===== src/rtl/xor_tap_descrambler_if.sv =====
// Handshake bundle for the tap-XOR descrambler: tap-table load channel,
// scrambled-bit input stream and descrambled-bit output stream.
interface xor_tap_descrambler_if #(
    parameter int TAP_W = 8
);
    logic             cfg_start;
    logic             cfg_valid;
    logic [TAP_W-1:0] cfg_tap;
    logic             cfg_ready;
    logic             cfg_err;
    logic             in_valid;
    logic             in_bit;
    logic             in_ready;
    logic             out_valid;
    logic             out_bit;
    logic             out_ready;
    logic             synced;

    modport master (
        output cfg_start, cfg_valid, cfg_tap, in_valid, in_bit, out_ready,
        input  cfg_ready, cfg_err, in_ready, out_valid, out_bit, synced
    );

    modport slave (
        input  cfg_start, cfg_valid, cfg_tap, in_valid, in_bit, out_ready,
        output cfg_ready, cfg_err, in_ready, out_valid, out_bit, synced
    );
endinterface


===== src/rtl/xor_tap_descrambler.sv =====
// Self-synchronising descrambler: out = in ^ XOR(hist[tap[k]]), where hist holds
// the received (scrambled) bits. Tap table is loaded serially in CONFIG.
module xor_tap_descrambler #(
    parameter int REG_WIDTH   = 16,
    parameter int NUM_OF_TAPS = 15,
    parameter int TAP_W       = 8
) (
    input  logic                  clk,
    input  logic                  res,
    xor_tap_descrambler_if.slave  bus
);
    localparam int CNT_W  = $clog2(NUM_OF_TAPS + 1);
    localparam int SYNC_W = $clog2(REG_WIDTH + 1);

    typedef enum logic {
        S_CONFIG,
        S_RUN
    } state_t;

    state_t                       state;
    state_t                       state_nxt;
    logic [NUM_OF_TAPS*TAP_W-1:0] tap_table;
    logic [REG_WIDTH-1:0]         hist;
    logic [CNT_W-1:0]             tap_cnt;
    logic [SYNC_W-1:0]            sync_cnt;
    logic                         cfg_err_q;
    logic                         out_valid_q;
    logic                         out_bit_q;

    logic cfg_wr;
    logic last_tap;
    logic in_ready;
    logic in_acc;
    logic fb;

    // cfg_start wins over both load and stream traffic in the same cycle.
    always_comb begin
        cfg_wr   = (state == S_CONFIG) && bus.cfg_valid && !bus.cfg_start;
        last_tap = (tap_cnt == CNT_W'(NUM_OF_TAPS - 1));
        in_ready = (state == S_RUN) && (!out_valid_q || bus.out_ready);
        in_acc   = bus.in_valid && in_ready && !bus.cfg_start;
    end

    // NOTE: every always_comb output gets a default first so no path infers a latch.
    always_comb begin
        state_nxt = state;
        if (bus.cfg_start) begin
            state_nxt = S_CONFIG;
        end else begin
            case (state)
                S_CONFIG: if (cfg_wr && last_tap) state_nxt = S_RUN;
                S_RUN:    state_nxt = S_RUN;
                default:  state_nxt = S_CONFIG;
            endcase
        end
    end

    // Indices outside the history never match any i, so they contribute 0;
    // duplicates toggle fb twice and cancel.
    always_comb begin
        fb = 1'b0;
        for (int k = 0; k < NUM_OF_TAPS; k++) begin
            for (int i = 0; i < REG_WIDTH; i++) begin
                if (tap_table[k*TAP_W +: TAP_W] == TAP_W'(i)) fb = fb ^ hist[i];
            end
        end
    end

    // NOTE: sequential state uses non-blocking assignments only, so every flop
    // samples pre-edge values regardless of statement order.
    always_ff @(posedge clk) begin
        if (!res) state <= S_CONFIG;
        else      state <= state_nxt;
    end

    // NOTE: the tap table is a small flop array, not a RAM, so it is cleared with
    // everything else; a RUN with a partially stale table would be silent corruption.
    always_ff @(posedge clk) begin
        if (!res || bus.cfg_start) begin
            tap_table   <= '0;
            hist        <= '0;
            tap_cnt     <= '0;
            sync_cnt    <= '0;
            cfg_err_q   <= 1'b0;
            out_valid_q <= 1'b0;
            out_bit_q   <= 1'b0;
        end else begin
            if (cfg_wr) begin
                for (int k = 0; k < NUM_OF_TAPS; k++) begin
                    if (tap_cnt == CNT_W'(k)) tap_table[k*TAP_W +: TAP_W] <= bus.cfg_tap;
                end
                tap_cnt <= tap_cnt + 1'b1;
                if (bus.cfg_tap >= TAP_W'(REG_WIDTH)) cfg_err_q <= 1'b1;
            end

            if (in_acc) begin
                // History tracks the line bits, not the descrambled output.
                out_bit_q   <= bus.in_bit ^ fb;
                hist        <= {hist[REG_WIDTH-2:0], bus.in_bit};
                out_valid_q <= 1'b1;
                if (sync_cnt != SYNC_W'(REG_WIDTH)) sync_cnt <= sync_cnt + 1'b1;
            end else if (out_valid_q && bus.out_ready) begin
                out_valid_q <= 1'b0;
            end
        end
    end

    assign bus.cfg_ready = (state == S_CONFIG);
    assign bus.cfg_err   = cfg_err_q;
    assign bus.in_ready  = in_ready;
    assign bus.out_valid = out_valid_q;
    assign bus.out_bit   = out_bit_q;
    assign bus.synced    = (sync_cnt == SYNC_W'(REG_WIDTH));
endmodule


===== src/flat_wrapper.sv =====
// flat-port wrapper written by rule: the top's interface ports become plain ports
module xor_tap_descrambler_flat 
#(
    parameter int REG_WIDTH   = 16,
    parameter int NUM_OF_TAPS = 15,
    parameter int TAP_W       = 8
)
  (clk, res, bus_cfg_start, bus_cfg_valid, bus_cfg_tap, bus_in_valid, bus_in_bit, bus_out_ready, bus_cfg_ready, bus_cfg_err, bus_in_ready, bus_out_valid, bus_out_bit, bus_synced);
  xor_tap_descrambler_if #(.TAP_W(TAP_W)) bus_i ();
  input  logic clk;
  input  logic res;
  input wire logic [$bits(bus_i.cfg_start)-1:0] bus_cfg_start;
  input wire logic [$bits(bus_i.cfg_valid)-1:0] bus_cfg_valid;
  input wire logic [$bits(bus_i.cfg_tap)-1:0] bus_cfg_tap;
  input wire logic [$bits(bus_i.in_valid)-1:0] bus_in_valid;
  input wire logic [$bits(bus_i.in_bit)-1:0] bus_in_bit;
  input wire logic [$bits(bus_i.out_ready)-1:0] bus_out_ready;
  output wire logic [$bits(bus_i.cfg_ready)-1:0] bus_cfg_ready;
  output wire logic [$bits(bus_i.cfg_err)-1:0] bus_cfg_err;
  output wire logic [$bits(bus_i.in_ready)-1:0] bus_in_ready;
  output wire logic [$bits(bus_i.out_valid)-1:0] bus_out_valid;
  output wire logic [$bits(bus_i.out_bit)-1:0] bus_out_bit;
  output wire logic [$bits(bus_i.synced)-1:0] bus_synced;
  assign bus_i.cfg_start = bus_cfg_start;
  assign bus_i.cfg_valid = bus_cfg_valid;
  assign bus_i.cfg_tap = bus_cfg_tap;
  assign bus_i.in_valid = bus_in_valid;
  assign bus_i.in_bit = bus_in_bit;
  assign bus_i.out_ready = bus_out_ready;
  assign bus_cfg_ready = bus_i.cfg_ready;
  assign bus_cfg_err = bus_i.cfg_err;
  assign bus_in_ready = bus_i.in_ready;
  assign bus_out_valid = bus_i.out_valid;
  assign bus_out_bit = bus_i.out_bit;
  assign bus_synced = bus_i.synced;
  xor_tap_descrambler #(.REG_WIDTH(REG_WIDTH), .NUM_OF_TAPS(NUM_OF_TAPS), .TAP_W(TAP_W)) u_core (.clk(clk), .res(res), .bus(bus_i));
endmodule

===== config.mk =====
export PLATFORM = sky130hd
export DESIGN_NAME = xor_tap_descrambler_flat
export DESIGN_NICKNAME = d
export VERILOG_FILES = /design/src/rtl/xor_tap_descrambler_if.sv /design/src/rtl/xor_tap_descrambler.sv /design/src/flat_wrapper.sv
export SDC_FILE = /design/constraint.sdc
export NUM_CORES = 1
export LEC_CHECK = 0
export ABC_AREA = 1
export CORE_ASPECT_RATIO = 1.25
export CORE_MARGIN = 8
export CORE_UTILIZATION = 57
export CTS_CLUSTER_DIAMETER = 60
export DETAILED_ROUTE_END_ITERATION = 7
export GPL_ROUTABILITY_DRIVEN = 0
export PLACE_DENSITY_LB_ADDON = 0.2
export SLEW_MARGIN = 20
export SYNTH_ARGS = -nofsm -noshare
export SYNTH_HDL_FRONTEND = slang
export SYNTH_SLANG_ARGS = --single-unit

===== constraint.sdc =====
create_clock -name clk -period 2.2 [get_ports clk]
set_clock_uncertainty 0.05 [all_clocks]
set_input_delay 0.33 -clock clk [delete_from_list [all_inputs] [get_ports clk]]
set_output_delay 0.33 -clock clk [all_outputs]
set_load 0.02 [all_outputs]

# Yosys cells after proc, flatten, opt, wreduce, memory -nomap -nowiden
# Index checks and enable logic that the tools add are counted.
# totals
in_bits	15
word_cells	799
regBits	149
# op_classes
order_cmp	1
eq_ne	241
add_sub_neg	2
n_mux	244
reduce_logical	47
bitwise	242
# op_table
op	count
8-bit by 4-bit equality test with 1-bit output (second input constant)	120
8-bit by 3-bit equality test with 1-bit output (second input constant)	60
1-bit 2-to-1 mux	243
8-bit by 2-bit equality test with 1-bit output (second input constant)	30
1-bit XOR	240
8-bit by 1-bit equality test with 1-bit output (second input constant)	15
8-bit zero test	15
2-bit AND reduction	17
4-bit equality test (second input constant)	7
4-bit by 3-bit equality test with 1-bit output (second input constant)	4
4-bit by 2-bit equality test with 1-bit output (second input constant)	2
8-bit by 5-bit greater-or-equal comparator with 1-bit output (second input constant)	1
1-bit logical AND	7
5-bit by 1-bit adder with 5-bit output (second input constant)	1
5-bit equality test (second input constant)	1
5-bit inequality test (second input constant)	1
4-bit by 1-bit adder with 4-bit output (second input constant)	1
4-bit by 1-bit equality test with 1-bit output (second input constant)	1
4-bit zero test	1
1-bit zero test	3
1-bit logical OR	2
1-bit inverter	2
1-bit case mux with 2 select lines	1
2-bit nonzero test	1
2-bit OR reduction	1

# Longest topological paths before layout
# logic_depth
depth_word	481
mapped_depth	33
mapped_depth_nobuf	33

# Worst setup path after synthesis
# Ideal clock, no wire load.
# synth_path
path_type	flip-flop to flip-flop
start	register u_core.tap_table[77]
end	register u_core.out_bit_q, in the netlist u_core.bus.out_bit
required_ns	2.041
synth_period_minus_slack_ns	2.349
path_slack_ns	-0.149
path_buffers	0
t_arrival_ns	2.190
setup_ns	0.109
stages_incl_launch_ff	25
cell_sequence	dfxtp_1 -> nor2_1 -> nand2_2 -> nor2_2 -> nand3_1 -> or2_1 -> nand3_1 -> nand2_1 -> nand2_1 -> nand2_1 -> nand3b_1 -> nand2_1 -> nor2_1 -> nor2_2 -> nand2_2 -> nand2_1 -> nand2_2 -> nand3_1 -> nand2_1 -> nand2_1 -> nand2_1 -> nand2_1 -> nand3_1 -> nand2_1 -> inv_1
# synth_via
elab_chain_cells	193
word_cells_on_any_way	208
cone_classes	15 x eq/ne; 96 x mux; 96 x bitwise; 1 x reduce/logical
# synth_rtl
element	line	source
start: declaration	xor_tap_descrambler.sv:22	logic [NUM_OF_TAPS*TAP_W-1:0] tap_table;
start signal: indexed assignment	xor_tap_descrambler.sv:90	if (tap_cnt == CNT_W'(k)) tap_table[k*TAP_W +: TAP_W] <= bus.cfg_tap;
8-bit zero test	xor_tap_descrambler.sv:64	if (tap_table[k*TAP_W +: TAP_W] == TAP_W'(i)) fb = fb ^ hist[i];
1-bit 2-to-1 mux	xor_tap_descrambler.sv:64	
1-bit XOR	xor_tap_descrambler.sv:64	
1-bit 2-to-1 mux	xor_tap_descrambler.sv:64	
1-bit XOR	xor_tap_descrambler.sv:64	
1-bit 2-to-1 mux	xor_tap_descrambler.sv:64	
1-bit XOR	xor_tap_descrambler.sv:64	
1-bit 2-to-1 mux	xor_tap_descrambler.sv:64	
[... 177 more ...]	--	
1-bit 2-to-1 mux *	xor_tap_descrambler.sv:64	
1-bit XOR	xor_tap_descrambler.sv:64	
1-bit 2-to-1 mux *	xor_tap_descrambler.sv:64	
1-bit XOR	xor_tap_descrambler.sv:64	
1-bit 2-to-1 mux *	xor_tap_descrambler.sv:64	
1-bit XOR	xor_tap_descrambler.sv:64	
1-bit 2-to-1 mux *	xor_tap_descrambler.sv:64	
1-bit XOR *	xor_tap_descrambler.sv:98	out_bit_q <= bus.in_bit ^ fb;
end signal: assignment	xor_tap_descrambler.sv:98	
end: declaration	xor_tap_descrambler.sv:28	logic out_bit_q;
# Every way passes the cells marked *; elsewhere a longest branch is shown, timed or not.
# A chain may end at the register's enable or synchronous reset.

# Worst setup path after layout
# layout_path
start	register u_core.tap_table[31]
end	register u_core.out_bit_q, in the netlist u_core.bus.out_bit
# layout_via
elab_chain_cells	385
word_cells_on_any_way	400
cone_classes	15 x eq/ne; 192 x mux; 192 x bitwise; 1 x reduce/logical
# layout_rtl
element	line
8-bit zero test	xor_tap_descrambler.sv:64
1-bit 2-to-1 mux	xor_tap_descrambler.sv:64
1-bit XOR	xor_tap_descrambler.sv:64
1-bit 2-to-1 mux	xor_tap_descrambler.sv:64
1-bit XOR	xor_tap_descrambler.sv:64
1-bit 2-to-1 mux	xor_tap_descrambler.sv:64
1-bit XOR	xor_tap_descrambler.sv:64
1-bit 2-to-1 mux	xor_tap_descrambler.sv:64
[... 369 more ...]	--
1-bit 2-to-1 mux *	xor_tap_descrambler.sv:64
1-bit XOR	xor_tap_descrambler.sv:64
1-bit 2-to-1 mux *	xor_tap_descrambler.sv:64
1-bit XOR	xor_tap_descrambler.sv:64
1-bit 2-to-1 mux *	xor_tap_descrambler.sv:64
1-bit XOR	xor_tap_descrambler.sv:64
1-bit 2-to-1 mux *	xor_tap_descrambler.sv:64
1-bit XOR *	xor_tap_descrambler.sv:98
# Marks and branches as above.

==> metrics.md <==
| Metric | Value |
|---|---|
| Fin crit share | 1.37 |
| Slowest stage delay, CP | 0.34 ns |
| Synthesis Warnings | 0 |
| Cell count after synthesis | around 1,700 |
| Clock buffer depth | 2 |
| P per Cell Area | roughly 430 nW/µm² |
| Routed Antenna Nets | 0 |
| XOR/XNOR Fraction of Synth Area | 0.0210 |
| Top cell by count, worst path | nand2_2 |
| Initial drt markers | 1,585 |
| Final Hold Viols | 0 |
| Global-route wire length before repair | between 50,000 and 60,000 µm |
| TritonRoute pass-1 iters | 8 |
| Non-Filler Instances | between 2,000 and 2,500 |
| Critical path class | flip-flop to flip-flop |
| Total design power | around 6000 µW |
| Critical Path RT | 2.50 ns |
| Clock slew at reported path FFs | approximately 0.07 ns |
| Max Slew Vio Count | 0 |
| Fillers | approximately 1,200 |
| Simple-gate share of the synthesized area | 0.376 |
| Max-cap violations | 0 |
| CP max stage cell | dfxtp_2 |
| Synth Area in Compound Gates | 0.176 |
| Total CTS buffers | 17 |
| Commonest cells after routing, fill and taps aside | nand2_1, buf_4, inv_1, nor2_1, o21ai_0 |
| Area grow syn2layout | 39.0% |
| DP HPWL | between 20,000 and 30,000 µm |
| Total clock sinks | between 100 and 150 |
| Cell Rows | 54 |
| Initial antenna violation count | 0 |
| All-Layer GR Usage | 0.341 |
| Mux cell area share after synthesis | 0 |
| Max Clock Freq | 332 MHz |
| Die H | approximately 160 µm |
| Grt total ovfl | 0 |
| Vias | around 13,000 |
| Share of cells above drive strength 1 | 0.276 |
| # IOs | 21 |
| Dpl cells | about 2,200 |
| Crit path time final | about 3 ns |
| Core footprint | 17,200 µm² |
| Residual DRC count | 1 |
| Syn Nets | roughly 1,700 |
| Peak supply drop | around 0.5 mV |
| Vias per cell | around 6 |
| Top cell type by total area after synthesis | dfxtp_1 |
| WP data arrival | approximately 3.3 ns |
| Worst Hold Class | flip-flop to flip-flop |
| Final setup fails | 1 |
| H-Tree Level Count | 4 |
| Synth cell types | 43 |
| Top cell type's share of synthesized area | 0.301 |
| Root Buffer | clkbuf_16 |
| Number of synthesized register bits | roughly 150 |
| Post-Syn Area | 9910 µm² |
| Area of the multi-input gates | ~6300 µm² |
| RSZ-0062 raised after global routing | yes |
| Sequential share of the synthesized area | 0.301 |
| I/O Buffers | 20 |
| Antenna Cells | 0 |
| Clock Latency Late Sink | between 0.4 and 0.5 ns |
| Status | finished, violations left |
| Syn avg cell area | 5.93 µm² |
| Main combinational cell family by area after synthesis | simple AND/OR/NAND/NOR gates |
| Starting Density | 0.575 |
| Die Wd | ~130 µm |
| Worst-margin pin slew | roughly 0.57 ns |
| Dominant cells by area after synthesis | dfxtp_1, nand2_1, nor2_1 |
| LEAKAGE | 0.00630 µW |
| Die area | about 22,000 µm² |
| Crit path launch type | flip-flop |
| Crit-path max FO | 5 |
| Failing checks | design-rule violations, negative setup slack |
| CP endpoint kind | flip-flop |
| Synth Area in Adders | 0.00757 |
| Storage element area | 3010 µm² |
| TritonCTS clock tree | done |
| Worst slew margin | 0.615 |
| Avg WL per Cell | around 18 µm |
| Nets | 1,983 |
| Vias in the first global route | roughly 12,000 |
| Fin worst setup slack | -0.808 ns |
| Final wirelength | approximately 40,000 µm |
| Most common cell after layout, fill and taps aside | nand2_1 |
| Largest net degree at the start of global routing | 71 |
==> cell usage after synthesis, drive strengths merged <==
cell type	count
nor3	47
a41oi	1
dfxtp	149
o21ai	159
nand2	367
a21boi	1
nand3b	13
o311ai	1
o41ai	2
o211ai	5
o31ai	3
a21o	1
xor2	9
xnor2	12
nand3	143
xnor3	1
or2	2
a31o	1
a31oi	8
clkbuf	43
nand4	25
clkinv	3
a21oi	102
ha	6
nor2	263
o22ai	20
o221ai	7
o21bai	1
o21a	2
nor4	6
a32oi	4
a22oi	3
buf	13
inv	249
==> metal layers <==
layer  track usage  part of all wire  vias to the layer above  wire length [µm]
li1              -                 -                     6005                 -
met1         0.370              0.35                     5940             14000
met2         0.554              0.44                      934             17800
met3        0.0843              0.11                      342              4530
met4         0.284             0.094                        0              3770
met5             0                 0                        -                 0
==> worst paths after layout <==
check / from / endpoint / slack [ns] / cells after the start
worst min register to register: u_core.bus.cfg_err$_SDFFE_PP0P_ / u_core.bus.cfg_err$_SDFFE_PP0P_ / 0.41 / 2
worst max-delay path: u_core.tap_table[31]$_SDFFE_PP0P_ / u_core.bus.out_bit$_SDFFE_PP0P_ / -0.81 / 28
worst max register to register: u_core.tap_table[31]$_SDFFE_PP0P_ / u_core.bus.out_bit$_SDFFE_PP0P_ / -0.81 / 28
worst min-delay path: u_core.bus.cfg_err$_SDFFE_PP0P_ / u_core.bus.cfg_err$_SDFFE_PP0P_ / 0.41 / 2
==> sequential cells by signal (all words and copies together) (netlist names) <==
name / flops
u_core.bus.cfg_err: 1
u_core.bus.out_bit: 1
u_core.bus.out_valid: 1
u_core.hist: 16
u_core.state: 1
u_core.sync_cnt: 5
u_core.tap_cnt: 4
u_core.tap_table: 120
==> repair_timing <==
item | 4_1_cts | 5_1_grt
hold buffers | 0 | 0
endpoints found under the hold margin | 0 | 0
pin swaps | 13 | 40
buffers inserted | 4 | 4
setup endpoints to repair | 2 | 1
gates resized for setup | 59 | 122
==> cell families after synthesis <==
logic type | count (synthesis)
adder cells (fa/ha/maj) | 6
AND/OR/NAND/NOR | 866
XOR/XNOR | 22
buffers and inverters | 308
flip-flops | 149
AO/OA/AOI/OAI | 321
==> report_power, final <==
group,switching [µW],leakage [µW],total (µW),internal (µW)
combinational,184,0.00481,282,97.8
sequential,7.04,0.00121,2710,2700
clock,1450,0.000284,2980,1520
==> area by class of cell <==
class                   instances  area share
well taps                     224      0.0203
flip-flops and latches        149       0.218
clock inverters                15      0.0118
inverters                     252      0.0691
multi-input cells            1215       0.458
repair buffers                327       0.192
clock buffers                  17      0.0309
==> per-stage QoR <==
stage | cell area [µm²] | utilization | setup WS [ns] | hold slack [ns] | setup TNS [ns]
final | 13800 | 0.800 | -0.808 | 0.405 | -0.808
after global routing | 13800 | 0.800 | -1.04 | 0.432 | -1.04
after CTS | 13400 | 0.775 | -0.411 | 0.408 | -0.411
after detailed placement | 12500 | 0.728 | -0.468 | 0.396 | -0.772
after global placement | 12500 | 0.728 | -0.412 | 0.393 | -0.412
after floorplan | 9920 | - | -0.123 | 0.379 | -0.123
==> critical path, delay by kind of cell (launching register included) <==
family / cells / cell delay, ns
buf+inv: 3 / 0.17
simple gates: 25 / 2.36
flops: 1 / 0.34
(Power assumes the default switching activity.)
